===== config.mk =====
export PLATFORM = sky130hd
export DESIGN_NAME = aud_codec_tx
export DESIGN_NICKNAME = d
export VERILOG_FILES = /design/src/rtl/aud_codec_tx.sv
export SDC_FILE = /design/constraint.sdc
export NUM_CORES = 1
export LEC_CHECK = 0
export BUFFER_PORTS_ARGS = -buffer_cell sky130_fd_sc_hd__buf_2
export CORE_MARGIN = 2
export CORE_UTILIZATION = 45
export DETAILED_ROUTE_END_ITERATION = 10
export PLACE_DENSITY = 0.76
export SKIP_CTS_REPAIR_TIMING = 1
export SLEW_MARGIN = 20
export SYNTH_ARGS = -nofsm -noshare
export SYNTH_HDL_FRONTEND = slang
export SYNTH_SLANG_ARGS = --single-unit

===== constraint.sdc =====
create_clock -name i_clk -period 2.4 [get_ports i_clk]
set_clock_uncertainty 0.1 [all_clocks]
set_input_delay 0.36 -clock i_clk [delete_from_list [all_inputs] [get_ports i_clk]]
set_output_delay 0.36 -clock i_clk [all_outputs]
set_load 0.05 [all_outputs]

===== src/rtl/aud_codec_tx.sv =====
// I2S-style stereo serializer: divides i_clk into BCLK, frames 16-bit left/right
// samples MSB first one BCLK after each LRCK edge, fed from a one-deep holding buffer.
module aud_codec_tx #(
  parameter int CLK_DIV   = 4,
  parameter int SLOT_BITS = 32
) (
  input  logic        i_clk,
  input  logic        i_rst_n,
  input  logic        i_en,
  input  logic        i_valid,
  input  logic [15:0] i_left,
  input  logic [15:0] i_right,
  output logic        o_ready,
  output logic        o_bclk,
  output logic        o_lrck,
  output logic        o_dat,
  output logic        o_frame_start,
  output logic        o_underrun
);

  localparam logic [7:0] DIV_LAST = 8'(CLK_DIV - 1);
  localparam logic [6:0] BIT_LAST = 7'(2 * SLOT_BITS - 1);
  localparam logic [6:0] SLOT     = 7'(SLOT_BITS);

  logic [7:0]  div_cnt_q, div_cnt_d;
  logic [6:0]  bit_cnt_q, bit_cnt_d;
  logic        bclk_q, bclk_d;
  logic        lrck_q, lrck_d;
  logic        dat_q, dat_d;
  logic        hold_full_q, hold_full_d;
  logic [15:0] hold_l_q, hold_l_d, hold_r_q, hold_r_d;
  logic [15:0] sh_l_q, sh_l_d, sh_r_q, sh_r_d;
  logic        ready_q, ready_d;
  logic        fs_q, fs_d;
  logic        un_q, un_d;

  logic        accept, tc, fall, frame_evt, left_nxt;
  logic [6:0]  bit_nxt, slot_pos;

  always_comb begin
    accept    = i_valid & ready_q;
    tc        = (div_cnt_q == DIV_LAST);
    fall      = i_en & tc & bclk_q;
    frame_evt = fall & (bit_cnt_q == BIT_LAST);
    bit_nxt   = (bit_cnt_q == BIT_LAST) ? '0 : bit_cnt_q + 7'd1;
    left_nxt  = (bit_nxt < SLOT);
    slot_pos  = left_nxt ? bit_nxt : bit_nxt - SLOT;

    div_cnt_d = div_cnt_q;
    bit_cnt_d = bit_cnt_q;
    bclk_d    = bclk_q;
    lrck_d    = lrck_q;
    dat_d     = dat_q;
    sh_l_d    = sh_l_q;
    sh_r_d    = sh_r_q;
    fs_d      = 1'b0;
    un_d      = 1'b0;

    if (!i_en) begin
      div_cnt_d = '0;
      bit_cnt_d = BIT_LAST;
      bclk_d    = 1'b0;
      lrck_d    = 1'b0;
      dat_d     = 1'b0;
      sh_l_d    = '0;
      sh_r_d    = '0;
    end else begin
      div_cnt_d = tc ? '0 : div_cnt_q + 8'd1;
      if (tc) bclk_d = ~bclk_q;
      if (fall) begin
        bit_cnt_d = bit_nxt;
        lrck_d    = left_nxt;
        dat_d     = 1'b0;
        if (frame_evt) begin
          fs_d   = 1'b1;
          un_d   = ~hold_full_q;
          sh_l_d = hold_full_q ? hold_l_q : '0;
          sh_r_d = hold_full_q ? hold_r_q : '0;
        end else if (slot_pos >= 7'd1 && slot_pos <= 7'd16) begin
          // Slot position 0 is the one-BCLK gap after the LRCK edge; then 16 bits MSB first.
          if (left_nxt) begin
            dat_d  = sh_l_q[15];
            sh_l_d = {sh_l_q[14:0], 1'b0};
          end else begin
            dat_d  = sh_r_q[15];
            sh_r_d = {sh_r_q[14:0], 1'b0};
          end
        end
      end
    end
  end

  always_comb begin
    hold_full_d = hold_full_q;
    hold_l_d    = hold_l_q;
    hold_r_d    = hold_r_q;
    if (frame_evt && hold_full_q) hold_full_d = 1'b0;
    if (accept) begin
      hold_full_d = 1'b1;
      hold_l_d    = i_left;
      hold_r_d    = i_right;
    end
    // Empty is advertised the cycle after the frame-start pulse, full the cycle after an accept.
    ready_d = ~hold_full_q & ~accept;
  end

  always_ff @(posedge i_clk or negedge i_rst_n) begin
    if (!i_rst_n) begin
      div_cnt_q   <= '0;
      bit_cnt_q   <= BIT_LAST;
      bclk_q      <= 1'b0;
      lrck_q      <= 1'b0;
      dat_q       <= 1'b0;
      hold_full_q <= 1'b0;
      hold_l_q    <= '0;
      hold_r_q    <= '0;
      sh_l_q      <= '0;
      sh_r_q      <= '0;
      ready_q     <= 1'b1;
      fs_q        <= 1'b0;
      un_q        <= 1'b0;
    end else begin
      div_cnt_q   <= div_cnt_d;
      bit_cnt_q   <= bit_cnt_d;
      bclk_q      <= bclk_d;
      lrck_q      <= lrck_d;
      dat_q       <= dat_d;
      hold_full_q <= hold_full_d;
      hold_l_q    <= hold_l_d;
      hold_r_q    <= hold_r_d;
      sh_l_q      <= sh_l_d;
      sh_r_q      <= sh_r_d;
      ready_q     <= ready_d;
      fs_q        <= fs_d;
      un_q        <= un_d;
    end
  end

  assign o_ready       = ready_q;
  assign o_bclk        = bclk_q;
  assign o_lrck        = lrck_q;
  assign o_dat         = dat_q;
  assign o_frame_start = fs_q;
  assign o_underrun    = un_q;

endmodule


==> impl_metrics.tcl <==
set metrics [dict create \
    status "finished, final reports clean" \
    fmaxAchievable_ghz 0.429 \
    first_global_vias 2861 \
    cap_viol_max_count 0 \
    num_antenna_cells 0 \
    final.setup.tns_ns 0 \
    placement_rows 34 \
    grt_first_pass_wirelength_mm 13.3 \
    p_total_mw 3.59 \
    hold_viol 0 \
    seq_area_frac_synth 0.536 \
    gp_congestion 0.876 \
    slew_at_the_pin_with_the_worst_max_slew_slack_ns 0.678 \
    timing.final.crit_share 0.972 \
    cts-htree-levels 3 \
    vias 2832 \
    synth.area.top_cells "sky130_fd_sc_hd__dfrtp_1, sky130_fd_sc_hd__mux2_2, sky130_fd_sc_hd__a2bb2oi_1" \
    first_iter_violations 101 \
    yosys.cell_types.count 54 \
    grt_most_used_layer "met2" \
    route.final.wire_length_mm 7.94 \
    antenna_found_initial 0 \
    overall_routing_resource_usage 0.170 \
    grt_use_met1 0.228 \
    starting_density_of_the_core 0.462 \
    slew_headroom 0.547 \
    synth_net_count 380 \
    setup_viol 0 \
    cts-root-to-sink-buffers 2 \
    cts_tree "yes" \
    detailed_place_hpwl_mm 5.21 \
    placement.io_buffers 41 \
    avgViaCountPerCell 5.56 \
    finish.instance_area_mm2 0.00477 \
    die_x_um 98.7 \
    synth_warnings 0 \
    die-height_um 98.7 \
    grtUsageMet3 0.0397 \
    layout_commonest_cell "sky130_fd_sc_hd__dfrtp_1" \
    setup_slack_ns 0.0671 \
    post-place-cells 489 \
    final_cell_mix "sky130_fd_sc_hd__dfrtp_1, sky130_fd_sc_hd__nand2_1, sky130_fd_sc_hd__buf_2" \
    static-leakage-power_nw 2.12 \
    placement.setup.worst_slack_ns -0.0600 \
    gr-usage-met2 0.274 \
    clk_transition_reported_paths_ns 0.08 \
    worst-setup-path-type "reg2reg" \
    instances_no_fill 509 \
    min_path_type "in2reg" \
    synth-async-reset-ratio 1.00 \
    timing.critical_path.fanout_max 7 \
    synth_flop_cell "sky130_fd_sc_hd__dfrtp_1" \
    firstDrtPassIters 4 \
    fin_nets 436 \
    number_of_enable_flip_flop_cells_after_synthesis 0 \
    rsz_0062_raised_after_global_routing "true" \
    clk_latency_ns 0.36 \
    design.core.area_mm2 0.00872 \
    grt_max_degree 51 \
    vdd_ir_drop_max_mv 0.417 \
    synth.top_cell.area_share 0.490 \
    layout-drive-gt1-share 0.364 \
    io-pin-count 42 \
    yosys.area.top_type "sky130_fd_sc_hd__dfrtp_1" \
    drc 0 \
    globalRouteOverflowTotal 0 \
    timing.final.crit_period_ns 2.33 \
    placement.cell_area_mm2 0.00443 \
    numCtsBuffers 9 \
    clk_root_buf "sky130_fd_sc_hd__clkbuf_8" \
    route.antenna.remaining_nets 0 \
    p_per_area_mw_per_mm2 753 \
    required_ns 2.54 \
    cp-end-kind "flip-flop" \
    syn2layout_area_growth_pct 18.2 \
    floorplan.die_area_mm2 0.00973 \
    cts_num_sinks 86 \
    synth_area_per_cell_um2 11.9 \
    report.final.slew_viol_count 0 \
    syn-instance-count 340 \
    syn_area_mm2 0.00403 \
    kind_of_launch_point_of_the_worst_setup_path "flip-flop" \
    postSynthRegisterBits 86 \
    cp.arrival_ns 2.47 \
    routed_wire_length_per_instance_um 15.6 \
]
-- routing by layer --
| metal | vias to the layer above | routed length (um) |
|---|---|---|
| met2 | 57 | 3870 |
| met3 | 11 | 290 |
| met1 | 1409 | 3680 |
| li1 | 1355 | - |
| met5 | - | 0 |
| met4 | 0 | 96 |
-- registers in the layout, summed over array words and instances (netlist names), 7 cells and up --
| register | count |
|---|---|
| hold_l_q | 16 |
| hold_r_q | 16 |
| sh_l_q | 16 |
| sh_r_q | 16 |
| div_cnt_q | 8 |
| bit_cnt_q | 7 |
-- logic make-up after synthesis --
family	synth area share
AO/OA/AOI/OAI	0.170
XOR/XNOR	0.0174
adder cells (fa/ha/maj)	0.0124
buffers and inverters	0.0357
flip-flops	0.536
multiplexers	0.0947
AND/OR/NAND/NOR	0.134
-- Yosys cell counts, types with 3 or more instances --
cell and instances:
sky130_fd_sc_hd__a2bb2oi_2 4, sky130_fd_sc_hd__buf_1 4, sky130_fd_sc_hd__clkbuf_1 3, sky130_fd_sc_hd__and3_1 4
sky130_fd_sc_hd__dfrtp_1 79, sky130_fd_sc_hd__xor2_1 6, sky130_fd_sc_hd__buf_6 3, sky130_fd_sc_hd__o21ai_0 30
sky130_fd_sc_hd__inv_1 5, sky130_fd_sc_hd__a21oi_1 6, sky130_fd_sc_hd__nand2_1 44, sky130_fd_sc_hd__buf_2 5
sky130_fd_sc_hd__mux2_2 33, sky130_fd_sc_hd__dfstp_2 7, sky130_fd_sc_hd__nor3_1 4, sky130_fd_sc_hd__ha_1 4
sky130_fd_sc_hd__nand3_1 11, sky130_fd_sc_hd__nor2_1 14, sky130_fd_sc_hd__a2bb2oi_1 26
-- report_power, final --
group / total (mW) / switching (mW) / internal [mW]
Sequential: 1.96 / 0.179 / 1.78
Combinational: 0.577 / 0.234 / 0.343
Clock: 1.06 / 0.513 / 0.542
Total: 3.59 / 0.925 / 2.66
-- path summary, 6_finish.rpt --
check                           slack [ns]                        to                     start  depth (start not counted)
worst max register to register        0.07    sh_r_q[13]$_DFFE_PN0P_  bit_cnt_q[3]$_DFFE_PN1P_                          7
worst min-delay path                  0.06         o_ready$_DFF_PN1_                   i_valid                          2
worst max-delay path                  0.07    sh_r_q[13]$_DFFE_PN0P_  bit_cnt_q[3]$_DFFE_PN1P_                          7
min in group asynchronous             0.40    div_cnt_q[7]$_DFF_PN0_                   i_rst_n                          2
max in group asynchronous             1.11  bit_cnt_q[0]$_DFFE_PN1P_                   i_rst_n                          3
worst min register to register        0.34         o_ready$_DFF_PN1_   hold_full_q$_DFFE_PN0P_                          1
-- final cells by class --
class	instances	area [um2]
Fill cell	758	3960
Clock buffer	12	155
Multi-Input combinational cell	231	1820
Tap cell	108	135
Clock inverter	4	55.1
Timing Repair Buffer	63	417
Inverter	5	18.8
Sequential cell	86	2160
-- per-stage QoR --
step / hold slack [ns] / utilization
floorplan: -0.0356 / -
global placement: 0.250 / 0.508
detailed placement: 0.262 / 0.508
CTS: -0.129 / 0.532
global route: 0.0580 / 0.546
finish: 0.0598 / 0.546
-- critical path, cell delays in order (launching register included) --
cell	delay [ns]
sky130_fd_sc_hd__dfstp_2	0.63
sky130_fd_sc_hd__and3b_1	0.24
sky130_fd_sc_hd__o21ba_2	0.22
sky130_fd_sc_hd__o221ai_2	0.31
sky130_fd_sc_hd__o2111ai_4	0.26
sky130_fd_sc_hd__buf_6	0.20
sky130_fd_sc_hd__o21ai_0	0.17
sky130_fd_sc_hd__a2bb2oi_1	0.09
Note: power is estimated with default switching activity, not from simulation.
